`src/rtl/mem_access_unit.sv`:
```
// -----------------------------------------------------------------------------
// mem_access_unit
//
// Turns byte/halfword/word load and store requests into single-word accesses
// on a word-wide data memory with a combinational read port. Sub-word stores
// are done as read-modify-write. Loads are lane-extracted (little-endian) and
// sign- or zero-extended.
//
// Handshakes (both sides): a transfer happens on a rising clk edge where
// valid & ready are both 1. The request side is ready only in IDLE with rst
// low. The response side holds resp_valid/resp_rdata/resp_err stable until
// resp_ready is seen; no new request is taken in that same cycle.
//
// Ports
//   clk, rst          clock, synchronous active-high reset
//   req_valid/ready   request handshake
//   req_we            1 = store, 0 = load
//   req_size          00 byte, 01 half, 10 word, 11 illegal
//   req_unsigned      load extension: 1 = zero, 0 = sign
//   req_addr          byte address
//   req_wdata         right-aligned store data
//   resp_valid/ready  response handshake
//   resp_rdata        extended load data (0 for stores and errors)
//   resp_err          request rejected (misaligned or illegal size)
//   mem_we            memory write enable (WRITE state only)
//   mem_addr          word-aligned memory address
//   mem_wr_data       full word written (0 outside WRITE)
//   mem_rd_data       combinational memory read data for mem_addr
//   dbg_state         current FSM state (IDLE=0, READ=1, WRITE=2, RESP=3)
// -----------------------------------------------------------------------------
module mem_access_unit #(
    // 1: misaligned requests are rejected with resp_err.
    // 0: misaligned low address bits are forced to zero and the access proceeds.
    parameter int unsigned ERR_ON_MISALIGN = 1
) (
    input  logic        clk,
    input  logic        rst,
    input  logic        req_valid,
    output logic        req_ready,
    input  logic        req_we,
    input  logic [1:0]  req_size,
    input  logic        req_unsigned,
    input  logic [31:0] req_addr,
    input  logic [31:0] req_wdata,
    output logic        resp_valid,
    input  logic        resp_ready,
    output logic [31:0] resp_rdata,
    output logic        resp_err,
    output logic        mem_we,
    output logic [31:0] mem_addr,
    output logic [31:0] mem_wr_data,
    input  logic [31:0] mem_rd_data,
    output logic [1:0]  dbg_state
);

    typedef enum logic [1:0] {
        IDLE  = 2'd0,
        READ  = 2'd1,
        WRITE = 2'd2,
        RESP  = 2'd3
    } state_e;

    localparam bit REJECT_MISALIGN = (ERR_ON_MISALIGN != 0);

    state_e      state_q, state_d;
    logic        we_q, we_d;
    logic [1:0]  size_q, size_d;
    logic        uns_q, uns_d;
    logic [31:0] addr_q, addr_d;
    logic [31:0] wdata_q, wdata_d;
    logic [31:0] merge_q, merge_d;
    logic [31:0] rdata_q, rdata_d;
    logic        err_q, err_d;

    // Request decode
    logic        req_illegal;
    logic        req_misal;
    logic        req_reject;
    logic [31:0] req_addr_eff;

    always_comb begin
        req_illegal  = (req_size == 2'b11);
        req_misal    = ((req_size == 2'b01) && req_addr[0]) ||
                       ((req_size == 2'b10) && (req_addr[1:0] != 2'b00));
        req_reject   = req_illegal || (req_misal && REJECT_MISALIGN);
        // Clearing the sub-size bits is a no-op for aligned requests and
        // implements the "force to zero" behaviour when misalignment is allowed.
        req_addr_eff = req_addr;
        if (req_size == 2'b01) begin
            req_addr_eff[0] = 1'b0;
        end else if (req_size == 2'b10) begin
            req_addr_eff[1:0] = 2'b00;
        end
    end

    // Lane extraction for loads and lane merge for sub-word stores,
    // both working on the word currently presented by the memory.
    logic [7:0]  rd_byte;
    logic [15:0] rd_half;
    logic [31:0] load_val;
    logic [31:0] merged;

    always_comb begin
        rd_byte = mem_rd_data[{addr_q[1:0], 3'b000} +: 8];
        rd_half = addr_q[1] ? mem_rd_data[31:16] : mem_rd_data[15:0];
        case (size_q)
            2'b00:   load_val = uns_q ? {24'h0, rd_byte} : {{24{rd_byte[7]}}, rd_byte};
            2'b01:   load_val = uns_q ? {16'h0, rd_half} : {{16{rd_half[15]}}, rd_half};
            default: load_val = mem_rd_data;
        endcase
        merged = mem_rd_data;
        if (size_q == 2'b00) begin
            merged[{addr_q[1:0], 3'b000} +: 8] = wdata_q[7:0];
        end else begin
            merged[{addr_q[1], 4'b0000} +: 16] = wdata_q[15:0];
        end
    end

    // Next-state and datapath updates
    always_comb begin
        state_d = state_q;
        we_d    = we_q;
        size_d  = size_q;
        uns_d   = uns_q;
        addr_d  = addr_q;
        wdata_d = wdata_q;
        merge_d = merge_q;
        rdata_d = rdata_q;
        err_d   = err_q;

        case (state_q)
            IDLE: begin
                if (req_valid) begin
                    we_d    = req_we;
                    size_d  = req_size;
                    uns_d   = req_unsigned;
                    addr_d  = req_addr_eff;
                    wdata_d = req_wdata;
                    rdata_d = 32'h0;
                    err_d   = 1'b0;
                    if (req_reject) begin
                        err_d   = 1'b1;
                        state_d = RESP;
                    end else if (req_we && (req_size == 2'b10)) begin
                        // Full-word store needs no read of the old word.
                        state_d = WRITE;
                    end else begin
                        state_d = READ;
                    end
                end
            end
            READ: begin
                if (we_q) begin
                    merge_d = merged;
                    state_d = WRITE;
                end else begin
                    rdata_d = load_val;
                    state_d = RESP;
                end
            end
            WRITE: begin
                state_d = RESP;
            end
            RESP: begin
                if (resp_ready) begin
                    state_d = IDLE;
                end
            end
            default: begin
                state_d = IDLE;
            end
        endcase
    end

    always_ff @(posedge clk) begin
        if (rst) begin
            state_q <= IDLE;
            we_q    <= 1'b0;
            size_q  <= 2'b00;
            uns_q   <= 1'b0;
            addr_q  <= 32'h0;
            wdata_q <= 32'h0;
            merge_q <= 32'h0;
            rdata_q <= 32'h0;
            err_q   <= 1'b0;
        end else begin
            state_q <= state_d;
            we_q    <= we_d;
            size_q  <= size_d;
            uns_q   <= uns_d;
            addr_q  <= addr_d;
            wdata_q <= wdata_d;
            merge_q <= merge_d;
            rdata_q <= rdata_d;
            err_q   <= err_d;
        end
    end

    assign req_ready   = (state_q == IDLE) && !rst;
    assign resp_valid  = (state_q == RESP);
    assign resp_rdata  = rdata_q;
    assign resp_err    = err_q;
    // Gated by rst so an abandoned access can never write on the reset edge.
    assign mem_we      = (state_q == WRITE) && !rst;
    assign mem_addr    = {addr_q[31:2], 2'b00};
    assign mem_wr_data = (state_q != WRITE) ? 32'h0 :
                         (size_q == 2'b10)  ? wdata_q : merge_q;
    assign dbg_state   = state_q;

endmodule

```
`config.mk`:
```
export PLATFORM = sky130hd
export DESIGN_NAME = mem_access_unit
export DESIGN_NICKNAME = d
export VERILOG_FILES = /design/src/rtl/mem_access_unit.sv
export SDC_FILE = /design/constraint.sdc
export NUM_CORES = 1
export LEC_CHECK = 0
export ABC_AREA = 1
export CAP_MARGIN = 15
export CORE_MARGIN = 1.5
export CORE_UTILIZATION = 40
export DETAILED_ROUTE_END_ITERATION = 10
export PLACE_DENSITY = 0.7
export SLEW_MARGIN = 20
export SYNTH_ARGS = -nofsm -noshare
export SYNTH_HDL_FRONTEND = slang
export SYNTH_SLANG_ARGS = --single-unit
```
`constraint.sdc`:
```
create_clock -name clk -period 5.35 [get_ports clk]
set_input_delay 0.535 -clock clk [delete_from_list [all_inputs] [get_ports clk]]
set_output_delay 0.535 -clock clk [all_outputs]
set_load 0.05 [all_outputs]
```
=== After elaboration in Yosys (flattened, before gate mapping) ===
Index checks and enable logic that the tools add are counted.

* $add $sub $neg: 2
* Equal/unequal tests: 12
* Reductions and logical operators: 16
* Multiplexer cells: 22
* Shifts and indexed selects: 5

{| class="wikitable"
|+ Operator list
! operator !! number
|-
| $mux W32 || 7
|-
| $pmux W32 S2 || 2
|-
| $bwmux W32 || 2
|-
| $shift A16 B7 Y32 const A || 1
|-
| $shift A8 B7 Y32 const A || 1
|-
| $shiftx A16 B7 Y32 || 1
|-
| $shiftx A32 B6 Y8 || 1
|-
| $shiftx A8 B7 Y32 || 1
|-
| $mux W16 || 1
|-
| $neg A5 Y7 || 2
|-
| $eq A2 B2 Y1 const B || 5
|-
| $mux W2 || 5
|-
| $pmux W2 S4 || 1
|-
| $eq A2 B1 Y1 const B || 3
|-
| $ne A2 B2 Y1 const B || 3
|-
| $reduce_and A2 Y1 || 3
|-
| $logic_and A1 B1 Y1 || 5
|-
| $logic_not A2 Y1 || 2
|-
| $mux W1 || 4
|-
| $reduce_bool A2 Y1 || 2
|-
| $reduce_and A3 Y1 || 1
|-
| $logic_or A1 B1 Y1 || 2
|-
| $ne A2 B1 Y1 const B || 1
|-
| $logic_not A1 Y1 || 1
|}

* Bits of input ports: 104
* Word-level logic and storage cells: 66
* Register bits: 135
* Output and inout port bits: 102

=== Longest topological paths before layout ===
Gate-level depths: netlist of run 1.

* Depth after elaboration: 7
* Gate-level depth with buffers: 11

=== Least setup slack after synthesis of run 1 ===
No wires, ideal clock.

* Path type: register to output
* From: reg state_q[1], in the netlist dbg_state[1]
* To: out mem_wr_data[10]
* Stages on the path, launching flop included: 5
* Setup slack: 2730 ps
* Data arrival time: 2085 ps
* Buffers on the path: 1
* Required time: 4815 ps
* Path through: dfxtp_1 -> ha_1 -> clkbuf_1 -> o21ai_0 -> a21oi_1

* Word-level cells in the longest chain between the ends: 2

{| class="wikitable"
|+ RTL lines
! what !! RTL line !! RTL
|-
| start: declaration || 65 || <nowiki>state_e state_q, state_d;</nowiki>
|-
| start signal: assignment || 187 || <nowiki>state_q <= state_d;</nowiki>
|-
| $ne A2 B2 Y1 || 206 || <nowiki>assign mem_wr_data = (state_q != WRITE) ? 32'h0 :</nowiki>
|-
| $mux W32 || 206 ||
|-
| end: declaration || 51 || <nowiki>output logic [31:0] mem_wr_data,</nowiki>
|}

No other way between the ends.

=== Worst setup path after layout of run 1 ===
* From: reg size_q[1]
* To: out mem_wr_data[19]

* Word-level cells in the longest chain between the ends: 3

{| class="wikitable"
|+ RTL lines
! what !! RTL line !! RTL
|-
| start: declaration || 67 || <nowiki>logic [1:0] size_q, size_d;</nowiki>
|-
| start signal: assignment || 189 || <nowiki>size_q <= size_d;</nowiki>
|-
| $eq A2 B2 Y1 || 207 || <nowiki>(size_q == 2'b10) ? wdata_q : merge_q;</nowiki>
|-
| $mux W32 || 207 ||
|-
| $mux W32 || 206 ||
|}

No other way between the ends.

==> results summary, run 1 <==
The via count of the first global-routing pass came out at 6,426. The number of gates resized after CTS was 0. The number of instances in the synthesized netlist came out at around 1,000. For this block, the initial DRC count from the detailed router was between 700 and 800. In the synthesized netlist the dominant register cell turns out to be sky130_fd_sc_hd__dfxtp_1. The Yosys step of the flow raised 0 warnings. For this run, the total global-route usage over all layers was measured as around 24%. The post-synthesis cell area came out at 6844 um^2. After routing the design area is 9328 um^2. Among the stages of the critical path, the cell type that occurs most often is sky130_fd_sc_hd__nor2_1. In the routed design, unresolved DRC markers number 0. The largest voltage drop on the vdd net is around 0.29 mV.

The clock edge transition at the registers on the reported setup and hold paths is 60 ps. The total die area is 17,900 um^2. Summed over all layers, the routed wires come to 21,720 um.

The endpoint of the worst hold-timing path is resp_rdata[28]. The setup slack of the worst register-to-register path is 2680 ps. The cell-internal power came out at 2.685 mW.

Buffers inserted during clock tree synthesis total 17. The total number of vias came out at 7,158. Setup repair after global routing left no endpoint under its margin. The number of storage elements in the synthesis netlist is 135. In this run the worst hold path is classified as reg2reg. The first global-routing pass estimated 33,930 um of wire. The clock period minus final worst setup slack came out at ~4400 ps.

The iteration count of the initial detailed-routing pass came out at 5. The worst setup path is launched from a register. The startpoint of the lowest-slack hold path is resp_rdata[28]. The worst clock skew on the final layout came out at 6.362 ps.

The count of hold-fix buffers inserted at cts is 0. sky130_fd_sc_hd__dfxtp_1 takes more of the synthesized area than any other cell. Per report_power, the sequential group accounts for 29.5% of the total. After synthesis, the cell types taking the most area are sky130_fd_sc_hd__dfxtp_1 39%, sky130_fd_sc_hd__o21ai_0 13%, sky130_fd_sc_hd__a21oi_1 10%.

The final worst-path cycle share is 82.11%. The share of total power consumed by net switching is 43.17%. The placer congestion estimate came out at 0.8759.

The worst setup path category is reg2out. The power consumption is 4.724 mW. After global routing the overflow that remains totals 0. The placement row count is 47. The highest fanout seen on the critical path came out at 25. The top-level I/O count came out at slightly above 200.

The relative area change from synthesis to final layout is 36.29%. Summing all placed instances gives a cell area of 8703 um^2. sky130_fd_sc_hd__o21ai_0 is the most common cell in the netlist. The buffer count from post-CTS setup fixing is 0. The power density over the cells is roughly 510 nW/um^2. The x dimension of the die came out at 133.8 um. The worst-case setup margin in the final layout came out at 957.2 ps. The delay of the slowest cell on the worst path is roughly 900 ps. The share of Yosys cell area claimed by the top area cell type came out at 39.49%. The required time at the endpoint of the critical path came out at 4820 ps. Of the synthesized area, sequential elements account for between 30% and 40%. The total half-perimeter wirelength after legalization and detailed placement came out at about 16,000 um. The critical path endpoint category is an output port.

Using the TritonRoute via totals, the vias-per-cell ratio works out to around 5.2. The arrival time at the worst endpoint is 3860 ps. The average wire length per cell after detail routing came out at 15.78 um. The tree built by TritonCTS fans out to 135 sinks.

The initial antenna violation count came out at 0. Traced cell by cell, the critical path runs through inv_4 > nor2_2 > inv_1 > nor2_1 > nor2_1 > clkdlybuf4s50_1. The aggregate negative setup slack is 0 ps. Cells with a size suffix above 1 make up 4.935% of the layout. The final antenna-violating net count came out at 0. The max-slew violation count came out at 0. The maximum level of the CTS H-tree is 4.

The async set or reset register ratio after synthesis is 0%. The standard cell core area came out at 16,640 um^2. The count of buffers added on input and output ports is a little over 200. After filler insertion, the fill cell instance count of the layout stands at 1,657. Static timing analysis puts the maximum clock frequency at 227.6 MHz. OpenSTA, run right after detailed placement, puts the worst setup slack at 1415 ps. The worst hold path passes through 2 cells. The initial standard-cell utilization of the core is 41.12%. In this run the deepest clock path goes through 2 buffers. The tightest slew margin relative to the limit came out at between 30% and 40%.

The clock network fraction of total power came out at 26.0%. The power share of the combinational group is 44.6%. The CTS tree is done. The height of the die came out at 133.8 um.

The number of enable flip-flop cells after synthesis is 0. The worst-margin pin slew is 1026 ps. The final setup violation count is 0. The static leakage is 3.651 nW. The per-instance average area after synthesis came out at 6.776 um^2. The worst-case reg-to-reg path depth is 8. The net switching power figure is 2.039 mW. The worst register-to-register path ends at merge_q[17]. The run finished with clean final reports.

The pin count of the biggest net entering global routing is 90. The later pin in the worst-skew pair is clocked with a latency of about 420 ps. By count the netlist is led by 178 x sky130_fd_sc_hd__o21ai_0, 169 x sky130_fd_sc_hd__nor2_1, 138 x sky130_fd_sc_hd__nand2_1, 137 x sky130_fd_sc_hd__a21oi_1, 135 x sky130_fd_sc_hd__dfxtp_1. The final hold violation count was 0. The cell sitting at the root of the clock tree is a sky130_fd_sc_hd__clkbuf_16. The final layout net count is 1,257. The max-capacitance violation count is 0. The startpoint identified for the worst register-to-register timing path is addr_q[1]. Among all stages on the critical path, the largest delay is contributed by sky130_fd_sc_hd__dfxtp_1. The count of different cell masters after synthesis came out at 32.
-- power groups by stage --
stage	Combinational (mW)	Clock [mW]	Sequential, mW
2_1_floorplan	1.41	0	1.54
3_3_place_gp	2.08	0	1.41
3_5_place_dp	2.09	0	1.41
4_1_cts	2.10	1.24	1.39
5_1_grt	2.29	1.29	1.42
6_report	2.10	1.23	1.39
-- cell usage in the layout, fill, tap and decap left out, types with 2 or more instances in the layout --
master / count
sky130_fd_sc_hd__clkdlybuf4s50_1: 203
sky130_fd_sc_hd__nand3_1: 22
sky130_fd_sc_hd__nand2_2: 2
sky130_fd_sc_hd__clkbuf_16: 17
sky130_fd_sc_hd__ha_1: 9
sky130_fd_sc_hd__o211ai_1: 4
sky130_fd_sc_hd__clkinv_2: 3
sky130_fd_sc_hd__nand2_1: 137
sky130_fd_sc_hd__nor2_2: 4
sky130_fd_sc_hd__inv_2: 6
sky130_fd_sc_hd__a22oi_1: 19
sky130_fd_sc_hd__clkinv_4: 2
sky130_fd_sc_hd__conb_1: 2
sky130_fd_sc_hd__nor2_1: 168
sky130_fd_sc_hd__clkinvlp_4: 2
sky130_fd_sc_hd__buf_4: 8
sky130_fd_sc_hd__o22ai_1: 16
sky130_fd_sc_hd__dfxtp_1: 135
sky130_fd_sc_hd__a21oi_1: 137
sky130_fd_sc_hd__clkinv_1: 2
sky130_fd_sc_hd__o21ai_0: 178
sky130_fd_sc_hd__bufinv_16: 4
sky130_fd_sc_hd__inv_1: 60
-- layer usage --
| layer | global-route usage [%] | share of wire (%) | vias up | wire, um |
|---|---|---|---|---|
| li1 | - | - | 3596 | - |
| met1 | 34.22 | 47 | 3251 | 10190 |
| met4 | 7.850 | 1.9 | 0 | 420 |
| met3 | 4.233 | 6.3 | 29 | 1359 |
| met5 | 0 | 0 | - | 0 |
| met2 | 36.97 | 45 | 282 | 9749 |
-- stage by stage --
| stage | hold WS (ps) | std cells | util, % |
|---|---|---|---|
| 3_5_place_dp | 458.2 | 1344 | 52.30 |
| 5_1_grt | 483.5 | 1375 | 56.03 |
| 4_1_cts | 469.6 | 1375 | 56.02 |
| 6_report | 467.1 | 1376 | 56.05 |
| 3_3_place_gp | 451.3 | 1344 | 52.30 |
| 2_1_floorplan | 455.7 | 1011 | - |
-- layout make-up --
cell class                 instances  area, um^2  share of cell area, %
timing repair buffer             211        2092                  22.43
multi-input combinational        709        3374                  36.18
antenna                            1       2.502                0.02683
inverter                          69       261.5                  2.803
clock inverter                    12       176.4                  1.891
tap                              220       275.3                  2.951
sequential                       135        2703                  28.97
clock buffer                      19       442.9                  4.748
-- critical path, delay by kind of cell (launching register included) --
kind | cells | cell delay [ps]
buffers and inverters | 3 | 1420
DFF | 1 | 890
and+or+nand+nor | 3 | 1130
-- how the worst max path moves through the flow --
stage	start	end	slack (ps)
global route	size_q[1]	mem_wr_data[27]	680
CTS	size_q[1]	mem_wr_data[26]	970
floorplan	dbg_state[1]	mem_wr_data[10]	2730
finish	size_q[1]	mem_wr_data[19]	960
detailed placement	size_q[1]	mem_wr_data[26]	1420
global placement	size_q[1]	mem_wr_data[12]	1580
-- cell families after synthesis --
logic type | count (synthesis) | synth area share [%]
AO/OA/AOI/OAI | 358 | 27.44
AND/OR/NAND/NOR | 339 | 19.82
buffers and inverters | 167 | 11.37
flip-flops | 135 | 39.49
adder cells (fa/ha/maj) | 10 | 1.828
other | 1 | 0.05479
-- sequential cells by signal, indices dropped and copies added (netlist names) --
register    count
dbg_state       2
resp_rdata     32
resp_err        1
we_q            1
merge_q        32
size_q          2
uns_q           1
wdata_q        32
addr_q         32
Power figures use the tool's default switching activity.
==> run 2, diff against run 1 <==
--- a/config.mk
+++ b/config.mk
@@ -10,7 +10,7 @@
 export CORE_MARGIN = 1.5
 export CORE_UTILIZATION = 40
 export DETAILED_ROUTE_END_ITERATION = 10
-export PLACE_DENSITY = 0.7
+export PLACE_DENSITY = 0.72
 export SLEW_MARGIN = 20
 export SYNTH_ARGS = -nofsm -noshare
 export SYNTH_HDL_FRONTEND = slang
==> constraint.sdc (replaced) <==
create_clock -name clk -period 4 [get_ports clk]
set_input_delay 0.4 -clock clk [delete_from_list [all_inputs] [get_ports clk]]
set_output_delay 0.4 -clock clk [all_outputs]
set_load 0.05 [all_outputs]
==> run 2 against run 1 <==
  * Clock skew shrank 1.3 ps
  * Sequential power is 33% higher
  * Wire length down 0.87%
  * First-iteration DRC count shrank 3.7%
  * Count of clock-buffer cells in the layout fell by 1
  * Critical endpoint is now mem_wr_data[31]
  * Largest cell class unchanged
  * Largest power group unchanged
==> results summary, run 2 (synthesis results as in run 1) <==
Sequential cells account for 29.3% of the total power. The height of the die is about 130 um. The x dimension of the die came out at 133.8 um. Post-CTS timing repair inserted 0 buffers for setup. STA puts the critical path data required time at 3600 ps.

For the worst-skew pair, the clock arrives at the later sink with an insertion delay of 420 ps. The worst-margin pin slew came out at 881.2 ps. The max-capacitance violation count is 0. The relative area change from synthesis to final layout is 36.33%. The final worst-path cycle share is 82.36%. The total grt overflow came out at 0. Entering global routing, the biggest net connects 100 pins. Wires add up to 21,530 um. The slowest stage of the critical path belongs to the cell sky130_fd_sc_hd__clkdlybuf4s50_1.

The setup path with the least slack is of type reg2out. The number of antenna cells inserted came out at 0. The maximum level of the CTS H-tree is 4. Headroom to the max-slew limit came out at 41.25%. The number of gates resized after CTS was 0.

The placer congestion estimate is around 0.90. The root cell of the clock tree is sky130_fd_sc_hd__clkbuf_16. Counting the buffers created by CTS gives 17. The max-slew violation count is 0.

The final antenna-violating net count is 0. The minimum hold slack is ~460 ps. The total number of vias came out at ~7,200.

In this run the power density over the cells is 676.8 nW/um^2. The count of hold-fix buffers inserted at cts came out at 0. In this run the number of cells on the critical path is 6.

The highest fanout seen on the critical path came out at 23. The wire length of the first global-routing pass is 33,140 um. The total half-perimeter wirelength after legalization and detailed placement came out at 15,390 um.

The number of buffers on the longest clock path came out at 2. The cell-internal power came out at around 3.6 mW. The pre-antenna-repair detailed-routing pass consisted of 6 iterations. Leaving out fill and tap cells, the most frequent cell in the layout is sky130_fd_sc_hd__clkdlybuf4s50_1. The average wire length per cell after detail routing came out at 15.64 um.

For this run, design rule violations remaining after detail routing come to 0. The share of total power consumed by net switching is approximately 43%. The worst clock skew on the final layout came out at around 5.0 ps. The final setup violation count is 0.

The design draws 6.314 mW. The utilization after layout came out at 56.06%. The final layout net count came out at 1,258. The via count of the first global-routing pass came out at 6,307. The flow ran to the end, and the final reports show no timing, DRC or antenna violations. The initial antenna violation count is 0. TritonCTS built the clock tree. The top-level I/O count came out at 206. After routing the design area is 9330 um^2. The startpoint type of the worst setup path is a register. The class of the tightest hold or removal check is reg2reg. At the worst endpoint, the arrival time is between 2000 and 3000 ps.

Across the VDD grid, the largest voltage drop is roughly 0.4 mV. The initial standard-cell utilization of the core came out at 41.12%. STA classifies the critical path endpoint as an output port. Walking the worst path, the cells encountered are inv_4 > nor2_2 > inv_1 > nor2_1 > nor2_1 > clkdlybuf4s50_1. Setup repair after global routing left no endpoint under its margin.

The top cell types in the final layout, fill and taps aside, are 203 x sky130_fd_sc_hd__clkdlybuf4s50_1, 178 x sky130_fd_sc_hd__o21ai_0, 168 x sky130_fd_sc_hd__nor2_1. The total die area is between 15,000 and 20,000 um^2. The clock drives 135 sinks. The delay of the slowest cell on the worst path is 690 ps. The instance area after placement is ~8700 um^2.

After floorplanning, the core was divided into between 40 and 50 placement rows. The final hold violation count came out at 0. Using the TritonRoute via totals, the vias-per-cell ratio works out to 5.198. The net switching power figure came out at between 2 and 3 mW. The static leakage came out at about 3.7 nW.

By instance count, the cell type seen most on the critical path is sky130_fd_sc_hd__nor2_1. The clock edge transition at the registers on the reported setup and hold paths came out at roughly 50 ps. The clock period minus final worst setup slack is between 3000 and 4000 ps. The ratio of cells with drive above 1 in the final layout is 5.017%. The number of buffer and inverter instances along the worst setup path came out at 3. The worst-case reg-to-reg path depth is 8.

After routing, the total negative slack on setup checks comes to 0 ps. In this run, the number of DRC markers left after iteration 0 of detailed routing was 678. The power share of the combinational group is 44.7%. Along the worst hold path, the cell count comes to 2.

In the global route stage, overall resource usage came out at 23.47%. During placement, the flow inserted port buffers numbering 203. The gate family responsible for the most delay along the worst path is buffers and inverters. The standard cell core area came out at 16,640 um^2. The clock network is responsible for 26.0% of the overall power. The highest attainable clock frequency is 303.5 MHz.
-- run 2: changes by cell type in the layout (fill, tap and decap cells not counted), sizes merged --
cell      before  now
buf            8    9
clkbuf        19   18
clkinv         7    8
clkinvlp       2    3
diode          1    0
inv           68   67
-- run 2: worst paths after layout --
kind / end / startpoint / slack, ps
worst max-delay path: mem_wr_data[31] / size_q[1] / 710
worst min-delay path: resp_rdata[25] / resp_rdata[25] / 460
worst max register to register: merge_q[17] / addr_q[1] / 1380
worst min register to register: resp_rdata[25] / resp_rdata[25] / 460
-- run 2: through the flow --
stage	setup WS [ps]	std cells
after floorplan	1515	1011
after global placement	1185	1345
after detailed placement	1154	1345
after CTS	701.0	1376
after global routing	499.9	1376
final	705.6	1376
-- run 2: worst min-delay path: cells and delay by family, from the launching register on --
family | cells | cell delay [ps]
AO/OA/AOI/OAI | 1 | 50
flip-flops | 1 | 310
AND/OR/NAND/NOR | 1 | 60
-- run 2: cell type report --
cell class	instances	area (um^2)
Fill cell	1607	7312
Multi-Input combinational cell	709	3372
Sequential cell	135	2703
Timing Repair Buffer	212	2100
Clock buffer	18	439.2
Tap cell	220	275.3
Inverter	69	261.5
Clock inverter	13	180.2
-- run 2: per-layer routing --
| metal | vias to the layer above | wire length (um) | global-route usage (%) |
|---|---|---|---|
| li1 | 3591 | - | - |
| met1 | 3236 | 9770 | 32.51 |
| met2 | 286 | 9454 | 35.97 |
| met3 | 40 | 1752 | 4.875 |
| met4 | 0 | 547 | 8.816 |
| met5 | - | 0 | 0 |
-- run 2: power groups by stage --
stage / sequential [mW] / combinational, mW / clock, mW
global route: 1.89 / 3.06 / 1.72
finish: 1.85 / 2.82 / 1.64
detailed placement: 1.87 / 2.80 / 0
CTS: 1.85 / 2.82 / 1.66
global placement: 1.87 / 2.78 / 0
floorplan: 2.06 / 1.89 / 0
==> run 3, diff against run 2 <==
--- a/config.mk
+++ b/config.mk
@@ -10,7 +10,7 @@
 export CORE_MARGIN = 1.5
 export CORE_UTILIZATION = 40
 export DETAILED_ROUTE_END_ITERATION = 10
-export PLACE_DENSITY = 0.72
+export PLACE_DENSITY = 0.7
 export SLEW_MARGIN = 20
 export SYNTH_ARGS = -nofsm -noshare
 export SYNTH_HDL_FRONTEND = slang
==> constraint.sdc (replaced) <==
create_clock -name clk -period 3.35 [get_ports clk]
set_input_delay 0.335 -clock clk [delete_from_list [all_inputs] [get_ports clk]]
set_output_delay 0.335 -clock clk [all_outputs]
set_load 0.05 [all_outputs]
==> run 3 against run 2 <==
  * Combinational power is 22% higher
  * Register-to-register slack worse by 440 ps
  * Total power grew 18%
  * Sequential power grew 18%
  * Largest cell class unchanged
  * Hold slack worse by 0.54 ps
  * Largest power group unchanged
  * Non-clock buffer count is 4 higher
  * Utilization grew 0.098 points
  * Via count grew 0.50%
  * Global-route usage increased by 1.1 points
==> results summary, run 3 (synthesis results as in run 1) <==
The flow ran to the end, and the final reports show no timing, DRC or antenna violations. The worst-case reg-to-reg path depth is 8. The number of fill cells in the layout came out at 1,619. The number of antenna cells inserted is 0. The worst register-to-register path has a setup slack of 940 ps.

The minimum hold slack came out at around 460 ps. Clock-pin slew was measured on the worst setup and hold paths at approximately 60 ps. The worst setup path category is reg2out.

The final hold violation count is 0. The worst hold path belongs to the class reg2reg. For this run, the detailed router's first-pass iteration total came to 6. Detailed routing inserted a total of 7,189 vias. The power consumption is 7.459 mW.

The number of instances in the placed design came out at around 1,300. The arrival time at the worst endpoint is about 2400 ps. The floorplan step set the die height to 133.8 um. TritonCTS built the clock tree. Counting stages on the worst path, the most repeated cell is sky130_fd_sc_hd__inv_1. In the routed design, unresolved DRC markers number 0. The final antenna-violating net count is 0. The final worst-path cycle share is 80.86%. The top-level I/O count is 206. The pre-CTS worst setup slack came out at 1034 ps.

The library cell used most frequently in the layout, excluding fill and tap cells, is sky130_fd_sc_hd__o21ai_0. The instance area after placement came out at 8773 um^2. The worst clock skew on the final layout is 7.411 ps. The worst hold path terminates at resp_rdata[23]. The ratio of cells with drive above 1 in the final layout came out at 8.096%.

Walking the worst path, the cells encountered are inv_1 > ha_1 > buf_4 > inv_1 > nor2_1 > clkdlybuf4s50_1. The critical path's slowest cell is sky130_fd_sc_hd__clkdlybuf4s50_1. The worst-skew pair later-pin latency is 430 ps. The max-capacitance violation count came out at 0.

The total grt overflow came out at 0. Setup violations remaining at the end of the flow were counted as 0. For this configuration, the core starts out at a cell density of 41.12%. The count of clock tree sinks is 135. The power density over the cells is 798.1 nW/um^2.

After clock tree synthesis, the setup repair step added 0 buffers. The worst hold path stage count is 2. The final layout contains 1,262 nets. The tightest slew margin relative to the limit came out at 47.76%.

The placement row count is 47. The startpoint of the lowest-slack register-to-register path is addr_q[0]. The number of port buffers is 203.

The area taken by multi-input logic gates came out at 3372 um^2. The worst setup path is launched from a register. The number of buffers inserted during clock tree synthesis came out at 17. The final layout contains routed wiring with a total length of 22,060 um.

The total die area is 17,900 um^2. The startpoint of the lowest-slack hold path is resp_rdata[23]. The library cells used most frequently in the layout, excluding fill and tap cells, are 178 x sky130_fd_sc_hd__o21ai_0, 171 x sky130_fd_sc_hd__clkdlybuf4s50_1, 168 x sky130_fd_sc_hd__nor2_1. The first-iteration detailed-routing DRC count came out at roughly 620.

The via count of the first global-routing pass came out at 6,541. For the final routed database, the setup TNS stands at 0 ps. The endpoint of the most critical register-to-register path is merge_q[21].

For this run, the slowest stage of the critical path takes about 800 ps. The placer congestion estimate came out at 0.9093. The final cell area excluding filler cells came out at a little over 9000 um^2.

The largest voltage drop on the vdd net came out at 0.4814 mV. The count of hold-fix buffers inserted at cts came out at 0. The total half-perimeter wirelength after legalization and detailed placement came out at 15,560 um. The average wire length per cell after detail routing is ~16 um. Static timing analysis puts the maximum clock frequency at 369.1 MHz.

The worst-margin pin slew came out at between 700 and 800 ps. The wire length of the first global-routing pass is 34,680 um. The total area inside the core boundary comes to 16,640 um^2.

The initial antenna violation count is 0. The relative area change from synthesis to final layout came out at 36.56%. The highest fanout seen on the critical path is 33. The clock period minus final worst setup slack is ~2700 ps. The utilization after layout came out at about 56%. The pin count of the biggest net entering global routing came out at 89. The max-slew violation count is 0. The post-detailed-route via-to-cell ratio is about 5.2.

Setup repair after global routing left no endpoint under its margin. The number of gates given a new drive strength after cts is 0. The static leakage came out at 3.747 nW. The worst-case setup margin in the final layout is 641.0 ps. STA classifies the critical path endpoint as an output port.

The cell sitting at the root of the clock tree is a sky130_fd_sc_hd__clkbuf_16. The required time at the endpoint of the critical path came out at 3010 ps. In this run the number of H-tree levels came out at 4.

The number of buffers on the longest clock path is 2. The flip-flop and latch area came out at between 2000 and 3000 um^2. The post-route non-filler standard cell count came out at 1,381.

Global routing used 24.55% of the available tracks. The die is 133.8 um wide.
==> run 3: worst max-delay path by stage <==
stage / slack [ps] / start / depth (start not counted) / to
floorplan: 930 / dbg_state[1] / 4 / mem_wr_data[10]
global placement: 1120 / rst / 6 / merge_q[29]
detailed placement: 1030 / addr_q[0] / 8 / merge_q[16]
CTS: 640 / dbg_state[0] / 6 / mem_we
global route: 500 / dbg_state[0] / 6 / mem_we
finish: 640 / dbg_state[0] / 6 / mem_we
==> run 3: critical path: cells and delay by family (launching register included) <==
family / cells / cell delay (ps)
AND/OR/NAND/NOR: 1 / 100
adder cells (fa/ha/maj): 1 / 150
flip-flops: 1 / 360
buffers and inverters: 4 / 1330
==> run 3: per-layer routing <==
metal,wire [um],vias to the layer above,GRT usage (%)
li1,-,3599,-
met1,9894,3261,34.24
met2,10090,301,38.14
met3,1776,28,5.593
met4,297,0,6.763
met5,0,-,0
==> run 3: power by group <==
part / internal [mW] / switching (mW) / leakage, nW
Sequential: 1.98 / 0.197 / 1.10
Clock: 1.11 / 0.719 / 0.279
Combinational: 1.08 / 2.38 / 2.36
Total: 4.17 / 3.29 / 3.75
==> run 3: area by class of cell <==
class / count / area share (%)
clock buffer: 19 / 4.739
clock inverter: 13 / 1.392
inverter: 69 / 2.798
multi-input combinational: 709 / 36.08
sequential: 135 / 28.92
tap: 220 / 2.945
timing repair buffer: 216 / 23.13
